===== src/rtl/move_rx_pkg.sv =====
// rtl/move_rx_pkg.sv - shared state encoding and default timing constants for move_rx
// MOVE_RX_PARITY_EN adds the PARITY state.
package move_rx_pkg;

  localparam int DEF_CLK_PER_SAMP  = 423;
  localparam int DEF_SAMP_PER_BIT  = 16;
  localparam int DEF_PKT_LEN       = 8;
  localparam int DEF_WAITING_COUNT = 65_000;

  typedef enum logic [2:0] {
    ST_HUNT,
    ST_IDLE,
    ST_START,
    ST_DATA,
`ifdef MOVE_RX_PARITY_EN
    ST_PARITY,
`endif
    ST_STOP
  } rx_state_t;

  // Width of a counter that runs 0..terminal-1, never narrower than one bit.
  function automatic int cnt_width(input int terminal);
    return (terminal > 1) ? $clog2(terminal) : 1;
  endfunction

endpackage


===== src/rtl/move_rx_samp_tick_gen.sv =====
// rtl/move_rx_samp_tick_gen.sv - rx synchronizer and oversample tick generator
module samp_tick_gen
  import move_rx_pkg::*;
#(
  parameter int CLK_PER_SAMP = DEF_CLK_PER_SAMP
) (
  input  logic clk_in,
  input  logic rst_in,
  input  logic rx,
  input  logic restart,
  output logic rx_sync,
  output logic tick
);

  localparam int CW = cnt_width(CLK_PER_SAMP);
  localparam logic [CW-1:0] TICK_LAST = CW'(CLK_PER_SAMP - 1);

  logic          rx_meta;
  logic [CW-1:0] div_cnt;

  // Flops reset high so a released reset looks like an idle line.
  always_ff @(posedge clk_in or posedge rst_in) begin
    if (rst_in) begin
      rx_meta <= 1'b1;
      rx_sync <= 1'b1;
    end else begin
      rx_meta <= rx;
      rx_sync <= rx_meta;
    end
  end

  always_ff @(posedge clk_in or posedge rst_in) begin
    if (rst_in) begin
      div_cnt <= '0;
    end else if (restart || div_cnt == TICK_LAST) begin
      div_cnt <= '0;
    end else begin
      div_cnt <= div_cnt + 1'b1;
    end
  end

  assign tick = (div_cnt == TICK_LAST);

endmodule


===== src/rtl/move_rx.sv =====
// rtl/move_rx.sv - oversampling async serial receiver with line-idle arming
// Define MOVE_RX_PARITY_EN to expect an even-parity bit before the stop bit.
module move_rx
  import move_rx_pkg::*;
#(
  parameter int CLK_PER_SAMP  = DEF_CLK_PER_SAMP,
  parameter int SAMP_PER_BIT  = DEF_SAMP_PER_BIT,
  parameter int PKT_LEN       = DEF_PKT_LEN,
  parameter int WAITING_COUNT = DEF_WAITING_COUNT
) (
  input  logic               clk_in,
  input  logic               rst_in,
  input  logic               rx,
  output logic               ready,
  output logic [PKT_LEN-1:0] data_out,
  output logic               frame_err
);

  localparam int SW = cnt_width(SAMP_PER_BIT);
  localparam int BW = cnt_width(PKT_LEN);
  localparam int HW = cnt_width(WAITING_COUNT);
  localparam logic [SW-1:0] HALF_LAST = SW'(SAMP_PER_BIT / 2 - 1);
  localparam logic [SW-1:0] SAMP_LAST = SW'(SAMP_PER_BIT - 1);
  localparam logic [BW-1:0] BIT_LAST  = BW'(PKT_LEN - 1);
  localparam logic [HW-1:0] HUNT_LAST = HW'(WAITING_COUNT - 1);

  rx_state_t          state, state_d;
  logic               rx_sync, tick, rx_prev;
  logic               restart, fall, bit_mid;
  logic               shift_en, load_out, err_set;
  logic [SW-1:0]      samp_cnt;
  logic [BW-1:0]      bit_cnt;
  logic [HW-1:0]      hunt_cnt;
  logic [PKT_LEN-1:0] shreg;

  samp_tick_gen #(.CLK_PER_SAMP(CLK_PER_SAMP)) u_tick (
    .clk_in  (clk_in),
    .rst_in  (rst_in),
    .rx      (rx),
    .restart (restart),
    .rx_sync (rx_sync),
    .tick    (tick)
  );

  assign fall    = rx_prev & ~rx_sync;
  assign bit_mid = tick && (samp_cnt == SAMP_LAST);

  always_ff @(posedge clk_in or posedge rst_in) begin
    if (rst_in) state <= ST_HUNT;
    else        state <= state_d;
  end

  always_comb begin
    state_d  = state;
    restart  = 1'b0;
    shift_en = 1'b0;
    load_out = 1'b0;
    err_set  = 1'b0;
    case (state)
      ST_HUNT: begin
        if (rx_sync && hunt_cnt == HUNT_LAST) state_d = ST_IDLE;
      end
      ST_IDLE: begin
        if (fall) begin
          restart = 1'b1;
          state_d = ST_START;
        end
      end
      ST_START: begin
        // A line back high at the start mid-point was only a glitch.
        if (tick && samp_cnt == HALF_LAST) state_d = rx_sync ? ST_IDLE : ST_DATA;
      end
      ST_DATA: begin
        if (bit_mid) begin
          shift_en = 1'b1;
`ifdef MOVE_RX_PARITY_EN
          if (bit_cnt == BIT_LAST) state_d = ST_PARITY;
`else
          if (bit_cnt == BIT_LAST) state_d = ST_STOP;
`endif
        end
      end
`ifdef MOVE_RX_PARITY_EN
      ST_PARITY: begin
        if (bit_mid) begin
          if (rx_sync != ^shreg) begin
            err_set = 1'b1;
            state_d = ST_HUNT;
          end else begin
            state_d = ST_STOP;
          end
        end
      end
`endif
      ST_STOP: begin
        // Leaving at the stop mid-point lets a back-to-back start edge be seen.
        if (bit_mid) begin
          if (rx_sync) begin
            load_out = 1'b1;
            state_d  = ST_IDLE;
          end else begin
            err_set = 1'b1;
            state_d = ST_HUNT;
          end
        end
      end
      default: state_d = ST_HUNT;
    endcase
  end

  always_ff @(posedge clk_in or posedge rst_in) begin
    if (rst_in) begin
      rx_prev  <= 1'b1;
      hunt_cnt <= '0;
      samp_cnt <= '0;
      bit_cnt  <= '0;
      shreg    <= '0;
      data_out <= '0;
      ready    <= 1'b0;
      frame_err <= 1'b0;
    end else begin
      rx_prev   <= rx_sync;
      ready     <= load_out;
      frame_err <= err_set;

      if (state == ST_HUNT && rx_sync && hunt_cnt != HUNT_LAST) hunt_cnt <= hunt_cnt + 1'b1;
      else                                                     hunt_cnt <= '0;

      // The start half-bit and each full bit both end with the count back at 0.
      if (restart) begin
        samp_cnt <= '0;
      end else if (tick) begin
        if (samp_cnt == SAMP_LAST || (state == ST_START && samp_cnt == HALF_LAST))
          samp_cnt <= '0;
        else
          samp_cnt <= samp_cnt + 1'b1;
      end

      if (restart) begin
        bit_cnt <= '0;
      end else if (shift_en) begin
        bit_cnt <= (bit_cnt == BIT_LAST) ? '0 : bit_cnt + 1'b1;
      end

      if (shift_en) shreg <= {rx_sync, shreg[PKT_LEN-1:1]};
      if (load_out) data_out <= shreg;
    end
  end

endmodule


===== config.mk =====
export PLATFORM = sky130hd
export DESIGN_NAME = move_rx
export DESIGN_NICKNAME = d
export VERILOG_FILES = /design/src/rtl/move_rx_pkg.sv /design/src/rtl/move_rx_samp_tick_gen.sv /design/src/rtl/move_rx.sv
export SDC_FILE = /design/constraint.sdc
export NUM_CORES = 1
export LEC_CHECK = 0
export BUFFER_PORTS_ARGS = -buffer_cell sky130_fd_sc_hd__buf_2
export CORE_MARGIN = 4
export CORE_UTILIZATION = 55
export DETAILED_ROUTE_END_ITERATION = 12
export PLACE_DENSITY = 0.73
export SLEW_MARGIN = 20
export SYNTH_ARGS = -nofsm -noshare
export SYNTH_HDL_FRONTEND = slang
export SYNTH_HIERARCHICAL = 1
export SYNTH_SLANG_ARGS = --single-unit

===== constraint.sdc =====
create_clock -name clk_in -period 4.9 [get_ports clk_in]
set_clock_uncertainty 0.2 [all_clocks]
set_input_delay 0.735 -clock clk_in [delete_from_list [all_inputs] [get_ports clk_in]]
set_output_delay 0.735 -clock clk_in [all_outputs]
set_load 0.02 [all_outputs]

## Yosys cells after proc, flatten, opt, wreduce, memory -nomap -nowiden

Cells that the tools add are included.

| operators by class | value |
|---|---|
| muxes and demuxes | 27 |
| equality and inequality tests | 16 |
| add/subtract/negate cells | 4 |
| bitwise gates (word level) | 2 |
| reduce and logical (&&, ||, !) cells | 12 |

Operators with widths:

| kind | count |
|---|---|
| $mux 3 | 9 |
| $add 16x1->16 const B | 1 |
| $eq 16x16->1 const B | 1 |
| $mux 16 | 1 |
| $ne 16x16->1 const B | 1 |
| $pmux 3 s5 | 1 |
| $mux 4 | 3 |
| $ne 2x2->1 const B | 6 |
| $mux 1 | 11 |
| $add 9x1->9 const B | 1 |
| $eq 9x9->1 const B | 1 |
| $mux 9 | 1 |
| $eq 3x2->1 const B | 2 |
| $eq 3x3->1 const B | 2 |
| $logic_and 1x1->1 | 6 |
| $reduce_and 6->1 | 1 |
| $add 4x1->4 const B | 1 |
| $eq 4x3->1 const B | 1 |
| $eq 4x4->1 const B | 1 |
| $reduce_bool 2->1 | 2 |
| $add 3x1->3 const B | 1 |
| $eq 3x1->1 const B | 1 |
| $logic_not 3->1 | 1 |
| $logic_or 1x1->1 | 2 |
| 3 further kinds | 3 |

| storage, ports and cells | value |
|---|---|
| flip-flop bits (word level) | 56 |
| input port bits | 3 |
| output and inout bits | 10 |
| word-level logic and storage cells | 73 |

## Depth between registers and ports, before layout

Gate-level depths: netlist of the first run.

| depth | value |
|---|---|
| depth after elaboration | 6 |
| gate-level depth with buffers | 8 |
| mapped depth without buffers | 8 |

## By module

Netlist of the first run, hierarchy kept.

Modules (own cells, without submodules):

| module | cells each | times used | area each (um2) | seq. area each (um2) |
|---|---|---|---|---|
| move_rx | 193 | 1 | 2118.3 | 1127.3 |
| samp_tick_gen | 47 | 1 | 505.5 | 277.8 |

## Least setup slack after synthesis of the first run

Ideal clock, no wire load.

| timing | value |
|---|---|
| kind | register to register |
| from | reg u_tick.div_cnt[0] |
| to | reg shreg[0] |
| arrival | 2308 ps |
| library setup time | 125 ps |
| clock period less this slack | 2633 ps |
| slack | 2267 ps |
| cell stages (with the launch flop) | 9 |
| buffers on the path | 1 |
| data required time | 4575 ps |
| cells stage by stage | dfrtp_1 inv_1 ha_1 nand2_1 nor4_1 and4_1 and3_1 buf_2 mux2_2 |

| on the way | value |
|---|---|
| cells in the longest elaborated chain, start to end | 4 |

Ends and longest elaborated chain:

| element | RTL line | source |
|---|---|---|
| from (decl) | move_rx_samp_tick_gen.sv:19 | `logic [CW-1:0] div_cnt;` |
| from (signal assigned) | move_rx_samp_tick_gen.sv:38 | `div_cnt <= div_cnt + 1'b1;` |
| $eq 9x9->1 | move_rx_samp_tick_gen.sv:42 | `assign tick = (div_cnt == TICK_LAST);` |
| named net tick | move_rx.sv:28 | `logic rx_sync, tick, rx_prev;` |
| $logic_and 1x1->1 | move_rx.sv:46 | `assign bit_mid = tick && (samp_cnt == SAMP_LAST);` |
| $mux 1 | move_rx.sv:74 | `if (bit_mid) begin` |
| $mux 1 | move_rx.sv:59 | `case (state)` |
| to (signal assigned) | move_rx.sv:145 | `if (shift_en) shreg <= {rx_sync, shreg[PKT_LEN-1:1]};` |
| to (decl) | move_rx.sv:34 | `logic [PKT_LEN-1:0] shreg;` |

The timed path passes the listed nets, and every way through them passes these cells.
A chain may end at the register's enable or synchronous reset.

## Worst setup path in the final report of the first run

| timing | value |
|---|---|
| from | reg u_tick.div_cnt[0] |
| to | reg bit_cnt[0] |

| on the way | value |
|---|---|
| cells in the longest elaborated chain, start to end | 5 |

Ends and longest elaborated chain:

| element | RTL line | source |
|---|---|---|
| $eq 9x9->1 | move_rx_samp_tick_gen.sv:42 |  |
| named net tick | move_rx.sv:28 |  |
| $logic_and 1x1->1 | move_rx.sv:46 |  |
| $mux 1 | move_rx.sv:74 |  |
| $mux 1 | move_rx.sv:59 |  |
| $reduce_bool 2->1 (no source line) | - |  |
| to (signal assigned) | move_rx.sv:142 | `bit_cnt <= (bit_cnt == BIT_LAST) ? '0 : bit_cnt + 1'b1;` |
| to (decl) | move_rx.sv:32 | `logic [BW-1:0] bit_cnt;` |

The timed path passes the listed nets, and every way through them passes these cells.

==> results of run 1 <==
report_power, final:
group,leakage [nW],switching [mW],internal (mW)
registers,0.755,0.00357,0.466
clock network,0.0687,0.154,0.206
logic,0.569,0.0138,0.00371
sequential cells by signal, summed over array words and instances (netlist names):
| signal | flops |
|---|---|
| frame_err | 1 |
| state | 3 |
| samp_cnt | 4 |
| u_tick/rx_sync | 1 |
| shreg | 8 |
| hunt_cnt | 16 |
| u_tick/div_cnt | 9 |
| u_tick/rx_meta | 1 |
| rx_prev | 1 |
| ready | 1 |
| data_out | 8 |
| bit_cnt | 3 |
worst max-delay path, stage by stage, from the launching register on:
cell     delay [ns]
dfrtp_1        0.43
inv_1          0.08
ha_1           0.14
nand2_1        0.09
nor4_1         0.74
and4_1         0.34
and3_1         0.47
nor2_1         0.15
a22o_1         0.27
path summary, 6_finish.rpt:
check / depth (start not counted) / startpoint / to / slack [ns]
setup / recovery: 8 / u_tick/div_cnt[0] / bit_cnt[0] / 1.89
hold / removal: 0 / u_tick/rx_meta / u_tick/rx_sync / 0.16
setup reg to reg: 8 / u_tick/div_cnt[0] / bit_cnt[0] / 1.89
hold reg to reg: 0 / u_tick/rx_meta / u_tick/rx_sync / 0.16
max in group asynchronous: 2 / rst_in / shreg[7] / 3.51
min in group asynchronous: 2 / rst_in / u_tick/div_cnt[6] / 0.22
cells in the final DEF, fill, tap and decap left out, types with 3 or more instances in the layout:
cell / n
a21oi_1: 10
buf_2: 12
or3_1: 8
dfstp_2: 3
nand4_1: 8
and3_1: 4
nor2b_1: 3
clkbuf_8: 5
xnor2_1: 5
dfrtp_1: 53
ha_1: 6
nor2_1: 29
nand2_1: 12
inv_1: 10
nand3_1: 12
a22o_1: 4
o21ai_0: 10
mux2_2: 16
xor2_1: 9
per-layer routing:
| metal | vias to the layer above | global-route usage, % | share of wire, % |
|---|---|---|---|
| met2 | 30 | 27.44 | 45 |
| met1 | 857 | 23.44 | 50 |
| met3 | 6 | 2.576 | 3.1 |
| met4 | 0 | 5.338 | 1.5 |
| met5 | - | 0 | 0 |
| li1 | 868 | - | - |
Yosys cell counts, types with 5 or more instances:
library cell,count,share of area (%)
nand4_1,8,1.9
or3_1,8,1.9
nor2_1,29,4.1
a21oi_1,10,1.9
dfrtp_1,53,51
ha_1,6,2.9
nand2_1,12,1.7
nand3_1,12,2.3
o21ai_0,10,1.9
mux2_2,16,6.9
xnor2_1,5,1.7
inv_1,11,1.6
xor2_1,9,3.0
layout make-up:
type	count	area, µm²	share of cell area (%)
clock buffer	5	68.82	2.426
multi-input combinational	165	1127	39.74
clock inverter	3	68.82	2.426
timing repair buffer	12	60.06	2.117
sequential	56	1405	49.54
tap	52	65.06	2.294
inverter	11	41.29	1.456
logic make-up (layout without fill, tap and decap cells):
kind of cell	after synthesis	count (layout)
flip-flops	56	56
AO/OA/AOI/OAI	33	33
multiplexers	17	17
buffers and inverters	19	31
XOR/XNOR	14	14
AND/OR/NAND/NOR	95	95
adder cells (fa/ha/maj)	6	6
through the flow:
stage	cell area [µm²]	setup WS [ns]	hold WS (ns)
4_1_cts	2836	1.868	0.1654
2_1_floorplan	2624	2.267	0.1452
6_report	2836	1.892	0.1642
3_5_place_dp	2699	1.886	0.1505
5_1_grt	2836	1.658	0.1735
3_3_place_gp	2699	2.002	0.1460
==> key figures, run 1 <==
STA
  • Slew Limit Fails: 0
  • Final setup viols: 0
  • Upper clock frequency limit: 332.5 MHz
  • TNS Setup: 0 ns
  • Clock period minus worst slack: 3.008 ns
  • Final period util: 61.38%
  • RSZ-0062 raised after global routing: false
  • Worst slew margin: 38.94%
  • Slew @ Worst Pin: 0.9146 ns
  • Final hold vios: 0

Clock tree
  • Hold buffer count at cts: 0
  • Clock buffer depth: 2
  • Post-CTS sizing: 0
  • Clock Sinks: 56
  • Worst-Skew Late Latency: 0.31 ns
  • CTS tree: yes
  • TritonCTS Buffers: 5
  • Post CTS Setup Buffer Count: 0
  • CTS root buf: clkbuf_8
  • H-tree depth: 2
  • CTS clock-pin slew for the worst setup and hold paths: 0.10 ns

Synthesis
  • Synthesized cell area: 0.002624 mm²
  • Post-synth EDFFs: 0
  • Post-synthesis sequential area ratio: 53.55%
  • Synth Area in XOR/XNOR: 4.673%
  • Net Count, Synth: 249
  • Ys Warns: 6
  • Synth Area in Adders: 2.861%
  • Post-synthesis mux area share: 7.248%
  • Main combinational cell family by area after synthesis: simple AND/OR/NAND/NOR gates
  • Netlist cell types: 42
  • Asr flop ratio synth: 100.0%
  • Mean Syn Cell Area: 10.93 µm²
  • Post-synthesis compound-gate area fraction: 8.679%
  • Post-Synthesis Cells: 240
  • Synth Flop Type: dfrtp_1
  • Simple-Gate Fraction of Synth Area: 19.50%
  • Synth Register Bits: 56

Layout
  • # diodes: 0
  • Fillers: 349
  • Area Overhead vs Synth: 8.107%
  • Layout cells sized above 1: 17.46%
  • Post-route insts no fill: 304
  • Post-layout util: 63.39%
  • Nets@finish: 260

Drt
  • Total Wirelength: 4373 µm
  • DRC Markers: 0
  • Wire per inst: 14.38 µm
  • Detailed Route Iter0 Violations: 93
  • DR vias: 1761
  • DRT Pass-1 Iters: 4
  • DRT antenna net count: 0
  • Drt via density: 5.793

Floorplan
  • Core Region: 0.004474 mm²
  • Initial core utilization: 58.64%
  • Die Footprint: 0.005940 mm²
  • Die width: 77.07 µm
  • # rows: 24
  • I/O pins: 13
  • Die Ht: 77.07 µm

Placed design
  • Placed cell count: 296
  • RePlAce Congestion: 0.7642
  • Detail Placement HPWL: 3038 µm
  • PortBufs: 12

Global routing
  • Total track usage: 16.90%
  • Number of global-route vias before repair: 1797
  • Antenna violations before repair: 0
  • Congestion Overflow GR: 0
  • First-pass GRT wire length: 8273 µm
  • Largest net degree at the start of global routing: 46

Flow run
  • Max_cap viols: 0

Critical path
  • Crit path kind: reg2reg
  • Crit path launch type: flip-flop
  • Crit path arrival time: 3.00 ns
  • Req. time, crit path: 4.90 ns
  • Largest fanout on the critical path: 12
  • Setup crit end kind: flip-flop

Power
  • Pwr Density: 298.4 mW/mm²
  • IR drop worst, VDD: 0.2086 mV
  • Total power: 0.8465 mW
  • LEAKAGE: 1.393 nW

Status
  • Status: finished, final reports clean

Worst hold path
  • Hold Path Class: reg2reg
Power figures use the tool's default switching activity.
==> inputs of run 2 (changes only) <==
--- a/config.mk
+++ b/config.mk
@@ -7,9 +7,9 @@
 export LEC_CHECK = 0
 export BUFFER_PORTS_ARGS = -buffer_cell sky130_fd_sc_hd__buf_2
 export CORE_MARGIN = 4
-export CORE_UTILIZATION = 55
+export CORE_UTILIZATION = 54
 export DETAILED_ROUTE_END_ITERATION = 12
-export PLACE_DENSITY = 0.73
+export PLACE_DENSITY = 0.74
 export SLEW_MARGIN = 20
 export SYNTH_ARGS = -nofsm -noshare
 export SYNTH_HDL_FRONTEND = slang
==> constraint.sdc (replaced) <==
create_clock -name clk_in -period 2.5 [get_ports clk_in]
set_clock_uncertainty 0.2 [all_clocks]
set_input_delay 0.375 -clock clk_in [delete_from_list [all_inputs] [get_ports clk_in]]
set_output_delay 0.375 -clock clk_in [all_outputs]
set_load 0.02 [all_outputs]
==> run 2 against run 1 <==
Sequential power increased by 96%. Wire length increased by 1.9%. Worst hold slack got worse by 0.0034 ns. Register-to-register slack got worse by 1.7 ns. Sequential share of layout area decreased by 0.71 points. Utilization decreased by 2.5 points. Highest routed layer unchanged.
==> key figures, run 2 (synthesis gave the netlist of run 1 again) <==
Critical path
  • R2R setup slack: 0.19 ns
  • Req. time, crit path: 2.49 ns
  • Setup crit end kind: flip-flop
  • Crit path launch type: flip-flop
  • CP endpoint: shreg[5]
  • R2R Path Start: u_tick/div_cnt[0]
  • Reg2reg path depth: 7
  • Critical path's largest stage delay: 0.44 ns
  • Reg-to-reg endpoint: shreg[5]
  • Crit path arrival time: 2.30 ns
  • Crit-path cells: inv_1 > ha_1 > nand2_1 > nor4_2 > and4_1 > and3_2 > mux2_2
  • Slowest library cell on the worst path: dfrtp_1
  • Crit path kind: reg2reg
  • Largest fanout on the critical path: 10
  • Worst setup path startpoint: u_tick/div_cnt[0]

Drt
  • DRC Markers: 0
  • Wire per inst: 13.75 µm
  • Detailed Route Iter0 Violations: 124
  • DRT antenna net count: 0
  • Total Wirelength: 4456 µm
  • DR vias: 1769
  • Drt via density: 5.460
  • DRT Pass-1 Iters: 4

Clock tree
  • Clock Sinks: 56
  • Clock buffer depth: 2
  • Post CTS Setup Buffer Count: 0
  • CTS clock-pin slew for the worst setup and hold paths: 0.09 ns
  • CTS tree: yes
  • Worst-Skew Late Latency: 0.31 ns
  • CTS root buf: clkbuf_8
  • TritonCTS Buffers: 5
  • H-tree depth: 2

Power
  • Pwr Density: 508.5 mW/mm²
  • IR drop worst, VDD: 0.3542 mV
  • LEAKAGE: 1.398 nW
  • Total power: 1.463 mW

Layout
  • Nets@finish: 266
  • Commonest non-fill, non-tap cell in the layout: dfrtp_1
  • Max reg flops: 16
  • Largest regs: hunt_cnt x16, u_tick/div_cnt x9
  • Post-layout util: 60.93%
  • Area Overhead vs Synth: 9.681%
  • Layout cells sized above 1: 19.46%
  • # diodes: 0
  • Post-route insts no fill: 324
  • Commonest non-fill, non-tap cells in the layout: 53 x dfrtp_1, 29 x nor2_1, 16 x mux2_2, 12 x nand2_1, 12 x buf_2
  • Most flops, register: hunt_cnt

STA
  • Clock period minus worst slack: 2.311 ns
  • Final hold vios: 0
  • RSZ-0062 raised after global routing: false
  • Slew Limit Fails: 0
  • Slew @ Worst Pin: 0.5708 ns
  • Worst slew margin: 61.82%
  • Setup ws final: 0.1893 ns
  • Final setup viols: 0
  • Upper clock frequency limit: 432.8 MHz
  • Final period util: 92.43%
  • TNS Setup: 0 ns

Flow run
  • Max_cap viols: 0

Global routing
  • First-pass GRT wire length: 8397 µm
  • Number of global-route vias before repair: 1794
  • Congestion Overflow GR: 0
  • Antenna violations before repair: 0
  • Total track usage: 17.36%
  • Largest net degree at the start of global routing: 46

Floorplan
  • Core Region: 0.004723 mm²
  • Initial core utilization: 55.55%
  • # rows: 25
  • I/O pins: 13
  • Die Ht: 77.71 µm
  • Die width: 77.71 µm
  • Die Footprint: 0.006038 mm²

Worst hold path
  • Hold Path Class: reg2reg
  • HP Start: u_tick/rx_meta

Placed design
  • Pre-CTS worst setup slack: 0.09887 ns
  • Detail Placement HPWL: 3038 µm
  • RePlAce Congestion: 0.7755
  • Placed cell count: 315
  • PortBufs: 12

Status
  • Status: finished, final reports clean
-- run 2: metal layers --
layer  share of wire, %  track usage [%]
met2                 47            28.00
met5                  0                0
met4                1.2            4.804
met1                 49            23.72
met3                2.8            3.712
-- run 2: worst min-delay path by stage --
stage,to,slack [ns],cells past startpoint
global placement,u_tick/rx_sync,0.15,0
floorplan,u_tick/div_cnt[0],0.03,1
global route,u_tick/rx_sync,0.17,0
detailed placement,u_tick/rx_sync,0.15,0
finish,u_tick/rx_sync,0.16,0
CTS,u_tick/rx_sync,0.16,0
-- run 2: metrics by stage --
step	instance area [µm²]	hold slack [ns]
5_1_grt	2878	0.1701
3_3_place_gp	2754	0.1467
3_5_place_dp	2754	0.1489
6_report	2878	0.1608
2_1_floorplan	2630	0.02601
4_1_cts	2865	0.1625
-- run 2: repair_timing --
action                                  CTS  global route
hold endpoints to repair                 10             0
endpoints found under the setup margin    0            22
hold buffers                              2             0
resized for setup                         0             3
-- run 2: final cells by class --
class	count	area [µm²]
clock buffer	6	82.58
clock inverter	1	8.758
fill	381	1846
inverter	11	41.29
multi-input combinational	165	1146
sequential	56	1405
tap	67	83.83
timing repair buffer	18	110.1
-- run 2: power by group --
part	total [mW]	switching (mW)	internal (mW)
registers	0.920	0.00693	0.913
clock network	0.505	0.283	0.222
logic	0.0380	0.0277	0.0104
-- run 2: worst max-delay path, delay by kind of cell, from the launching register on --
family / cells / cell delay (ns)
fa+ha+maj: 1 / 0.14
buf+inv: 1 / 0.07
mux: 1 / 0.36
simple gates: 4 / 0.99
flops: 1 / 0.44
==> inputs of run 3 (changes only) <==
--- a/config.mk
+++ b/config.mk
@@ -7,9 +7,8 @@
 export LEC_CHECK = 0
 export BUFFER_PORTS_ARGS = -buffer_cell sky130_fd_sc_hd__buf_2
 export CORE_MARGIN = 4
-export CORE_UTILIZATION = 54
+export CORE_UTILIZATION = 40
 export DETAILED_ROUTE_END_ITERATION = 12
-export PLACE_DENSITY = 0.74
 export SLEW_MARGIN = 20
 export SYNTH_ARGS = -nofsm -noshare
 export SYNTH_HDL_FRONTEND = slang
==> run 3 against run 2 <==
Critical path depth is the same. Sequential power is essentially flat. Combinational power grew 6.6%. Count of clock-buffer cells in the layout is the same. Utilization shrank 15 points. Non-clock buffer count is the same. Design area grew 1.6%.
==> key figures, run 3 (synthesis gave the netlist of run 1 again) <==
Power
  • IR drop worst, VDD: 0.2565 mV
  • LEAKAGE: 1.414 nW
  • Total power: 1.553 mW
  • Pwr Density: 531.3 mW/mm²

Critical path
  • Critical path's largest stage delay: 0.43 ns
  • CP endpoint: shreg[6]
  • Slowest library cell on the worst path: dfrtp_1
  • Crit path kind: reg2reg
  • Req. time, crit path: 2.50 ns
  • Reg-to-reg endpoint: shreg[6]
  • Crit path arrival time: 2.31 ns
  • Reg2reg path depth: 7
  • R2R setup slack: 0.19 ns
  • R2R Path Start: u_tick/div_cnt[0]
  • Crit path launch type: flip-flop
  • Largest fanout on the critical path: 10
  • Worst setup path startpoint: u_tick/div_cnt[0]
  • Crit-path cells: inv_1 > ha_1 > nand2_1 > nor4_2 > and4_1 > and3_2 > mux2_2
  • Setup crit end kind: flip-flop

Global routing
  • Congestion Overflow GR: 0
  • Met2 Resource Use GR: 18.56%
  • Total track usage: 12.42%
  • Antenna violations before repair: 0
  • First-pass GRT wire length: 7803 µm
  • Most used routing layer in global routing: met2
  • Met3 Use GR: 2.949%
  • Number of global-route vias before repair: 1749
  • GR Util met1: 17.65%
  • Largest net degree at the start of global routing: 27

Layout
  • Register Area: 0.001405 mm²
  • Layout cells sized above 1: 19.77%
  • Largest regs: hunt_cnt x16, u_tick/div_cnt x9
  • Commonest non-fill, non-tap cells in the layout: 53 x dfrtp_1, 29 x nor2_1, 16 x mux2_2, 12 x nand2_1, 12 x buf_2
  • # diodes: 0
  • Most flops, register: hunt_cnt
  • Commonest non-fill, non-tap cell in the layout: dfrtp_1
  • Nets@finish: 266
  • Fillers: 588
  • Area occupied by multi-input gates: 0.001146 mm²
  • Area Overhead vs Synth: 11.40%
  • Max reg flops: 16

STA
  • TNS Setup: 0 ns
  • Clock period minus worst slack: 2.312 ns
  • Final hold vios: 0
  • Slew Limit Fails: 0
  • RSZ-0062 raised after global routing: false
  • Worst slew margin: 63.20%
  • Final period util: 92.48%
  • Upper clock frequency limit: 432.5 MHz
  • Final setup viols: 0
  • Slew @ Worst Pin: 0.5501 ns

Clock tree
  • H-tree depth: 2
  • Clock buffer depth: 2
  • CTS tree: yes
  • Clock Sinks: 56
  • Post CTS Setup Buffer Count: 0
  • Worst-Skew Late Latency: 0.31 ns
  • CTS root buf: clkbuf_8
  • TritonCTS Buffers: 5
  • CTS clock-pin slew for the worst setup and hold paths: 0.10 ns

Worst hold path
  • Hold Path Class: reg2reg

Drt
  • Total Wirelength: 4416 µm
  • Drt via density: 5.188
  • DRT antenna net count: 0
  • Detailed Route Iter0 Violations: 48
  • DRT Pass-1 Iters: 4
  • DRC Markers: 0
  • Wire per inst: 13.18 µm
  • DR vias: 1738

Floorplan
  • # rows: 29
  • Initial core utilization: 41.32%
  • Die width: 88.99 µm
  • Core Region: 0.006350 mm²
  • Die Footprint: 0.007919 mm²
  • I/O pins: 13
  • Die Ht: 88.99 µm

Placed design
  • Detail Placement HPWL: 3090 µm
  • RePlAce Congestion: 0.7776
  • PortBufs: 12

Flow run
  • Max_cap viols: 0

Status
  • Status: finished, final reports clean
-- run 3: routing by layer --
layer / share of wire, % / vias to the layer above
li1: - / 881
met1: 50 / 836
met2: 46 / 17
met3: 2.6 / 4
met4: 1.0 / 0
met5: 0 / -
-- run 3: worst max-delay path, delay by kind of cell (launching register included) --
family | cells | cell delay (ns)
simple gates | 4 | 1.00
flops | 1 | 0.43
mux | 1 | 0.36
fa+ha+maj | 1 | 0.14
buf+inv | 1 | 0.08
-- run 3: layout make-up --
class	instances	share of cell area, %
Multi-Input combinational cell	165	39.21
Inverter	11	1.413
Sequential cell	56	48.07
Clock buffer	6	2.483
Tap cell	77	3.296
Timing Repair Buffer	18	4.195
Clock inverter	2	1.327
-- run 3: how the worst min path moves through the flow --
| stage | startpoint | to | slack [ns] | cells past startpoint |
|---|---|---|---|---|
| final | u_tick/rx_meta | u_tick/rx_sync | 0.16 | 0 |
| after global routing | u_tick/rx_meta | u_tick/rx_sync | 0.17 | 0 |
| after CTS | u_tick/rx_meta | u_tick/rx_sync | 0.16 | 0 |
| after detailed placement | u_tick/rx_meta | u_tick/rx_sync | 0.15 | 0 |
| after global placement | u_tick/rx_meta | u_tick/rx_sync | 0.15 | 0 |
| after floorplan | rst_in | u_tick/div_cnt[0] | 0.03 | 1 |
-- run 3: where the power goes --
| group | switching [mW] | internal, mW | total (mW) |
|---|---|---|---|
| registers | 0.00728 | 0.914 | 0.921 |
| clock network | 0.288 | 0.303 | 0.591 |
| logic | 0.0280 | 0.0125 | 0.0405 |
-- run 3: stage by stage --
step / hold slack, ns / util, % / instance area [µm²] / instances / setup WS (ns)
floorplan: 0.02601 / - / 2630 / 240 / 0.06252
global placement: 0.1457 / 43.76 / 2779 / 325 / 0.1298
detailed placement: 0.1490 / 43.76 / 2779 / 325 / 0.09032
CTS: 0.1641 / 45.83 / 2910 / 335 / 0.06982
global route: 0.1701 / 46.03 / 2923 / 335 / 0.03188
finish: 0.1606 / 46.03 / 2923 / 335 / 0.1881
-- run 3: what timing repair did --
item                       4_1_cts  5_1_grt
setup endpoints to repair        0       22
resized for setup                0        3
hold buffers                     2        0
hold endpoints to repair        29        0
